<file path="src/rtl/crypto_decrypt.sv">
// ---------------------------------------------------------------------------
// crypto_decrypt
//
// Receive-side AXI-Stream decryptor. It undoes the switch's XOR encryptor so
// that plaintext packets reach the output port lookup.
//
// Packet layout seen by this block:
//   word 0          : Ethernet header, passed in clear
//   word 1 [15:0]   : passed in clear
//   word 1 [255:16] : XOR {7{key}, key[31:16]}
//   word 2..n       : XOR {8{key}}
//
// The key and bypass inputs are latched on the first beat of every packet.
// Changes made to them in the middle of a packet take effect on the next
// packet. tkeep does not gate the XOR. tkeep, tuser and tlast pass through
// unchanged.
//
// Ports:
//   axis_aclk, axis_resetn       clock, asynchronous active-low reset
//   s_axis_*                     slave stream (tdata/tkeep/tuser/tvalid/tlast in,
//                                tready out)
//   m_axis_*                     master stream (registered outputs, tready in)
//   key                          32-bit key, sampled on the first beat only
//   bypass                       1 = pass the packet unmodified, sampled on
//                                the first beat only
//   pkt_cnt                      count of packets emitted with decryption
//                                applied; wraps
//
// Only 256-bit tdata is supported. The slave widths must equal the master
// widths.
// ---------------------------------------------------------------------------
module crypto_decrypt #(
    parameter int C_M_AXIS_DATA_WIDTH  = 256,
    parameter int C_S_AXIS_DATA_WIDTH  = 256,
    parameter int C_M_AXIS_TUSER_WIDTH = 128,
    parameter int C_S_AXIS_TUSER_WIDTH = 128
) (
    input  logic                                axis_aclk,
    input  logic                                axis_resetn,

    input  logic [C_S_AXIS_DATA_WIDTH-1:0]      s_axis_tdata,
    input  logic [C_S_AXIS_DATA_WIDTH/8-1:0]    s_axis_tkeep,
    input  logic [C_S_AXIS_TUSER_WIDTH-1:0]     s_axis_tuser,
    input  logic                                s_axis_tvalid,
    output logic                                s_axis_tready,
    input  logic                                s_axis_tlast,

    output logic [C_M_AXIS_DATA_WIDTH-1:0]      m_axis_tdata,
    output logic [C_M_AXIS_DATA_WIDTH/8-1:0]    m_axis_tkeep,
    output logic [C_M_AXIS_TUSER_WIDTH-1:0]     m_axis_tuser,
    output logic                                m_axis_tvalid,
    input  logic                                m_axis_tready,
    output logic                                m_axis_tlast,

    input  logic [31:0]                         key,
    input  logic                                bypass,
    output logic [31:0]                         pkt_cnt
);

    localparam int DATA_W = C_M_AXIS_DATA_WIDTH;
    localparam int KEEP_W = C_M_AXIS_DATA_WIDTH / 8;
    localparam int USER_W = C_M_AXIS_TUSER_WIDTH;

    typedef enum logic [1:0] {
        HDR0    = 2'd0,
        HDR1    = 2'd1,
        PAYLOAD = 2'd2
    } state_t;

    // Word 1 keeps its low 16 bits (EtherType) in clear. The key stream
    // therefore starts at bit 16 and ends with the upper half of the key.
    function automatic logic [DATA_W-1:0] hdr1_mask(input logic [31:0] k);
        return {{7{k}}, k[31:16], 16'h0000};
    endfunction

    function automatic logic [DATA_W-1:0] payload_mask(input logic [31:0] k);
        return {8{k}};
    endfunction

    // Packet-tracking state
    state_t              state_q, state_d;
    logic [31:0]         active_key_q, active_key_d;
    logic                active_bypass_q, active_bypass_d;

    // Output register stage
    logic [DATA_W-1:0]   tdata_q, tdata_d;
    logic [KEEP_W-1:0]   tkeep_q, tkeep_d;
    logic [USER_W-1:0]   tuser_q, tuser_d;
    logic                tlast_q, tlast_d;
    logic                tvalid_q, tvalid_d;
    logic [31:0]         pkt_cnt_q, pkt_cnt_d;

    logic                in_acc;
    logic                out_acc;
    logic                eff_bypass;
    logic [DATA_W-1:0]   xor_mask;

    // The single output register can take a new beat when it is empty or
    // when its current beat leaves on this same edge.
    assign s_axis_tready = !tvalid_q || m_axis_tready;
    assign in_acc        = s_axis_tvalid && s_axis_tready;
    assign out_acc       = tvalid_q && m_axis_tready;

    // Next-state logic and per-beat mask selection
    always_comb begin
        state_d         = state_q;
        active_key_d    = active_key_q;
        active_bypass_d = active_bypass_q;
        eff_bypass      = active_bypass_q;
        xor_mask        = '0;

        case (state_q)
            HDR0: begin
                // The header beat uses the live bypass input because that
                // beat is the one that latches it for the rest of the packet.
                eff_bypass = bypass;
                if (in_acc) begin
                    active_key_d    = key;
                    active_bypass_d = bypass;
                    state_d         = s_axis_tlast ? HDR0 : HDR1;
                end
            end
            HDR1: begin
                xor_mask = hdr1_mask(active_key_q);
                if (in_acc) begin
                    state_d = s_axis_tlast ? HDR0 : PAYLOAD;
                end
            end
            PAYLOAD: begin
                xor_mask = payload_mask(active_key_q);
                if (in_acc && s_axis_tlast) begin
                    state_d = HDR0;
                end
            end
            default: begin
                state_d = HDR0;
            end
        endcase

        if (eff_bypass) begin
            xor_mask = '0;
        end
    end

    // Output register load / drain and packet counter
    always_comb begin
        tdata_d   = tdata_q;
        tkeep_d   = tkeep_q;
        tuser_d   = tuser_q;
        tlast_d   = tlast_q;
        tvalid_d  = tvalid_q;
        pkt_cnt_d = pkt_cnt_q;

        if (in_acc) begin
            tdata_d  = s_axis_tdata ^ xor_mask;
            tkeep_d  = s_axis_tkeep;
            tuser_d  = s_axis_tuser;
            tlast_d  = s_axis_tlast;
            tvalid_d = 1'b1;
            if (s_axis_tlast && !eff_bypass) begin
                pkt_cnt_d = pkt_cnt_q + 32'd1;
            end
        end else if (out_acc) begin
            tvalid_d = 1'b0;
        end
    end

    always_ff @(posedge axis_aclk or negedge axis_resetn) begin
        if (!axis_resetn) begin
            state_q         <= HDR0;
            active_key_q    <= '0;
            active_bypass_q <= 1'b0;
            tdata_q         <= '0;
            tkeep_q         <= '0;
            tuser_q         <= '0;
            tlast_q         <= 1'b0;
            tvalid_q        <= 1'b0;
            pkt_cnt_q       <= '0;
        end else begin
            state_q         <= state_d;
            active_key_q    <= active_key_d;
            active_bypass_q <= active_bypass_d;
            tdata_q         <= tdata_d;
            tkeep_q         <= tkeep_d;
            tuser_q         <= tuser_d;
            tlast_q         <= tlast_d;
            tvalid_q        <= tvalid_d;
            pkt_cnt_q       <= pkt_cnt_d;
        end
    end

    assign m_axis_tdata  = tdata_q;
    assign m_axis_tkeep  = tkeep_q;
    assign m_axis_tuser  = tuser_q;
    assign m_axis_tlast  = tlast_q;
    assign m_axis_tvalid = tvalid_q;
    assign pkt_cnt       = pkt_cnt_q;

endmodule
</file>
<file path="config.mk">
export PLATFORM = sky130hd
export DESIGN_NAME = crypto_decrypt
export DESIGN_NICKNAME = d
export VERILOG_FILES = /design/src/rtl/crypto_decrypt.sv
export SDC_FILE = /design/constraint.sdc
export NUM_CORES = 1
export LEC_CHECK = 0
export CORE_AREA = 5 5 347 349
export DETAILED_ROUTE_END_ITERATION = 16
export DIE_AREA = 0 0 352 354
export PLACE_DENSITY_LB_ADDON = 0.12
export SYNTH_ARGS = -nofsm -noshare
export SYNTH_HDL_FRONTEND = slang
export SYNTH_SLANG_ARGS = --single-unit
</file>
<file path="constraint.sdc">
create_clock -name axis_aclk -period 2.34 [get_ports axis_aclk]
set_clock_uncertainty 0.05 [all_clocks]
set_input_delay 0.585 -clock axis_aclk [delete_from_list [all_inputs] [get_ports axis_aclk]]
set_output_delay 0.585 -clock axis_aclk [all_outputs]
set_load 0.02 [all_outputs]
</file>
==> results.ini <==
[floorplan]
die_w_um=352
dieHeight_um=354
start_util=0.1755
io_pins=905
num_rows=126
dieArea_um2=124600
core_um2=117100

[timing]
post-route-min-period_ns=2.275
hold_viol_final=0
rsz0062_at_grt=true
final.period_utilization=0.9723
setup_violations=0
max_slew_margin=0.6364
clock.fmax_ghz=0.4395
hold_ws_ns=0.3587
slew_viol_final=0
tightest_slew_ns=0.5476

[placement]
postPlaceCellArea_um2=32780
portBuffers=904
gp_congestion=0.8500
dpl.hpwl_um=81470
placed_cells=4524

[logic_synthesis]
yosys-top-cells-area=dfrtp_1 59%, nand2_1 14%, xnor2_1 11%
yosysSeqAreaShare=0.5905
synth_top_area_share=0.5905
syn_area_um2=20550
synth_top_area_cell=dfrtp_1
ys.warnings.count=0
synth_edf_count=0
ys_types=32
synth-main-ff-cell=dfrtp_1
avgSynthCellArea_um2=9.929
netlist_instances=2070
synth_nets=2528
ys_async_sr_fraction=1.000
ys_ff_latch=485

[global_route]
track_usage=0.1571
grt.overflow.total=0
grt_max_degree=63
grt_pass1_vias=19070
antenna_found_initial=40
grt_pass1_wl_um=142800

[routing]
wirelength_um=101400
num_vias=17890
routed_via_density=3.836
drt_first_pass_iters=7
drc=0
wl_per_cell_um=21.74
ant_nets=0
drt_iter0_drc=729

[power]
power_mw=31.71
p_per_area_nw_per_um2=911.2
p_leak_nw=15.99
ir_worst_vdd_mv=0.5860

[clocking]
cts_max_level=2
path_clk_slew_ns=0.06
cts_tree=built
cts_sinks=485
cts_buffer_depth=3
cts_made_buffers=61
clk_latency_ns=0.65
cts-root-buf=clkbuf_16

[critical_path]
worstPathCellList=inv_2 > ha_4 > buf_6 > mux2_4 > nor4_4 > nand4_4 > nor3_2 > xor2_1
r2r_end=pkt_cnt[29]$_DFFE_PN0P_
critPathKind=reg2reg
critPathCaptureType=register
cp_top_family=simple AND/OR/NAND/NOR gates
r2r_start=state_q[0]$_DFFE_PN0P_
cpPeakStageDelay_ns=0.41
critPathSlowestCell=dfrtp_1
arrival_ns=2.79
critPathBufInv=2
rrSetupSlack_ns=0.06
cp-start-kind=register
required_ns=2.85
crit_path_max_fanout=7
worst-r2r-cell-count=8

[cells_and_area]
regArea_um2=12140
nets=3511
final_cell_mix=765 x nand2_1, 563 x clkdlybuf4s50_1, 485 x dfrtp_1
fin_util=0.2971
area_growth_pct=69.29
fill_cells=12300
mostFrequentLayoutCell=nand2_1
multi_input_area_um2=7940
drive_gt1_frac=0.1036
final_cell_area_um2=34800
fin_cells=4663

[outcome]
status=complete, no violations

[hold_path]
hold_path.class=in2async

[run]
max-cap-violations=0

[where the power goes]
part	switching (mW)	internal [mW]
combinational	5.86	4.96
sequential	1.12	10.2
clock	3.89	5.70
total	10.9	20.8
[worst register-to-register path, stage by stage (launching register included)]
cell	delay, ns
dfrtp_1	0.41
inv_2	0.10
ha_4	0.15
buf_6	0.11
mux2_4	0.33
nor4_4	0.40
nand4_4	0.25
nor3_2	0.23
xor2_1	0.15
[sequential cells by signal (all words and copies together), names as in the netlist]
signal,count
m_axis_tdata,256
active_bypass_q,1
state_q,2
m_axis_tlast,1
m_axis_tkeep,32
m_axis_tuser,128
m_axis_tvalid,1
active_key_q,32
pkt_cnt,32
[cell type report]
| type | instances | area share |
|---|---|---|
| antenna | 28 | 0.002014 |
| clock buffer | 94 | 0.05293 |
| clock inverter | 15 | 0.005070 |
| inverter | 5 | 0.0005394 |
| multi-input combinational | 1447 | 0.2282 |
| sequential | 485 | 0.3488 |
| tap | 1536 | 0.05523 |
| timing repair buffer | 1053 | 0.3072 |
[cell usage after synthesis (2+ instances only)]
cell type	count
ha_1	4
nor3_2	2
mux2_2	34
inv_1	5
clkbuf_1	67
nand3_1	13
nor3_1	11
dfrtp_1	485
buf_2	31
nand2_1	766
nor2_1	12
and3_1	9
xor2_1	30
and2_1	35
buf_4	35
nand4_1	5
o21ai_0	255
xnor2_1	257
[worst max-delay path by stage]
stage                                             start                             to  cells past startpoint
final                            state_q[0]$_DFFE_PN0P_        pkt_cnt[29]$_DFFE_PN0P_                      8
after global routing             state_q[0]$_DFFE_PN0P_        pkt_cnt[29]$_DFFE_PN0P_                      8
after CTS                 m_axis_tdata[241]$_DFFE_PN0P_              m_axis_tdata[241]                      1
after detailed placement                         bypass  m_axis_tdata[224]$_DFFE_PN0P_                      8
after global placement                           bypass   m_axis_tdata[64]$_DFFE_PN0P_                      8
after floorplan                           m_axis_tready    active_bypass_q$_DFFE_PN0P_                      7
[per-layer routing]
layer,up-vias,wire length (µm),GRT usage
li1,8546,-,-
met1,8580,37030,0.1663
met2,581,51670,0.2754
met3,162,8586,0.06305
met4,20,3916,0.06946
met5,-,182,0.004615
[repair_timing]
action                     CTS  global route
setup buffers                1             0
resized for setup          312           106
pin swaps                    0             5
setup endpoints to repair  315           211
hold buffers                 1             0
hold endpoints to repair    24             0
[cell families (layout without fill, tap and decap cells)]
| family | count (synthesis) | after routing | synth area share |
|---|---|---|---|
| simple gates | 861 | 861 | 0.1681 |
| flops | 485 | 485 | 0.5905 |
| xor+xnor | 287 | 287 | 0.1223 |
| compound gates | 259 | 259 | 0.06331 |
| buf+inv | 138 | 1167 | 0.03348 |
| mux | 36 | 36 | 0.01985 |
| fa+ha+maj | 4 | 4 | 0.002435 |
| other cells | 0 | 28 | 0 |
[per-stage QoR]
stage / setup TNS, ns / setup WS, ns
after floorplan: 0 / 0.1707
after global placement: -67.31 / -0.3269
after detailed placement: -73.59 / -0.3564
after CTS: 0 / 0.00008893
after global routing: -0.07220 / -0.03700
final: 0 / 0.06471
Power figures use the tool's default switching activity.
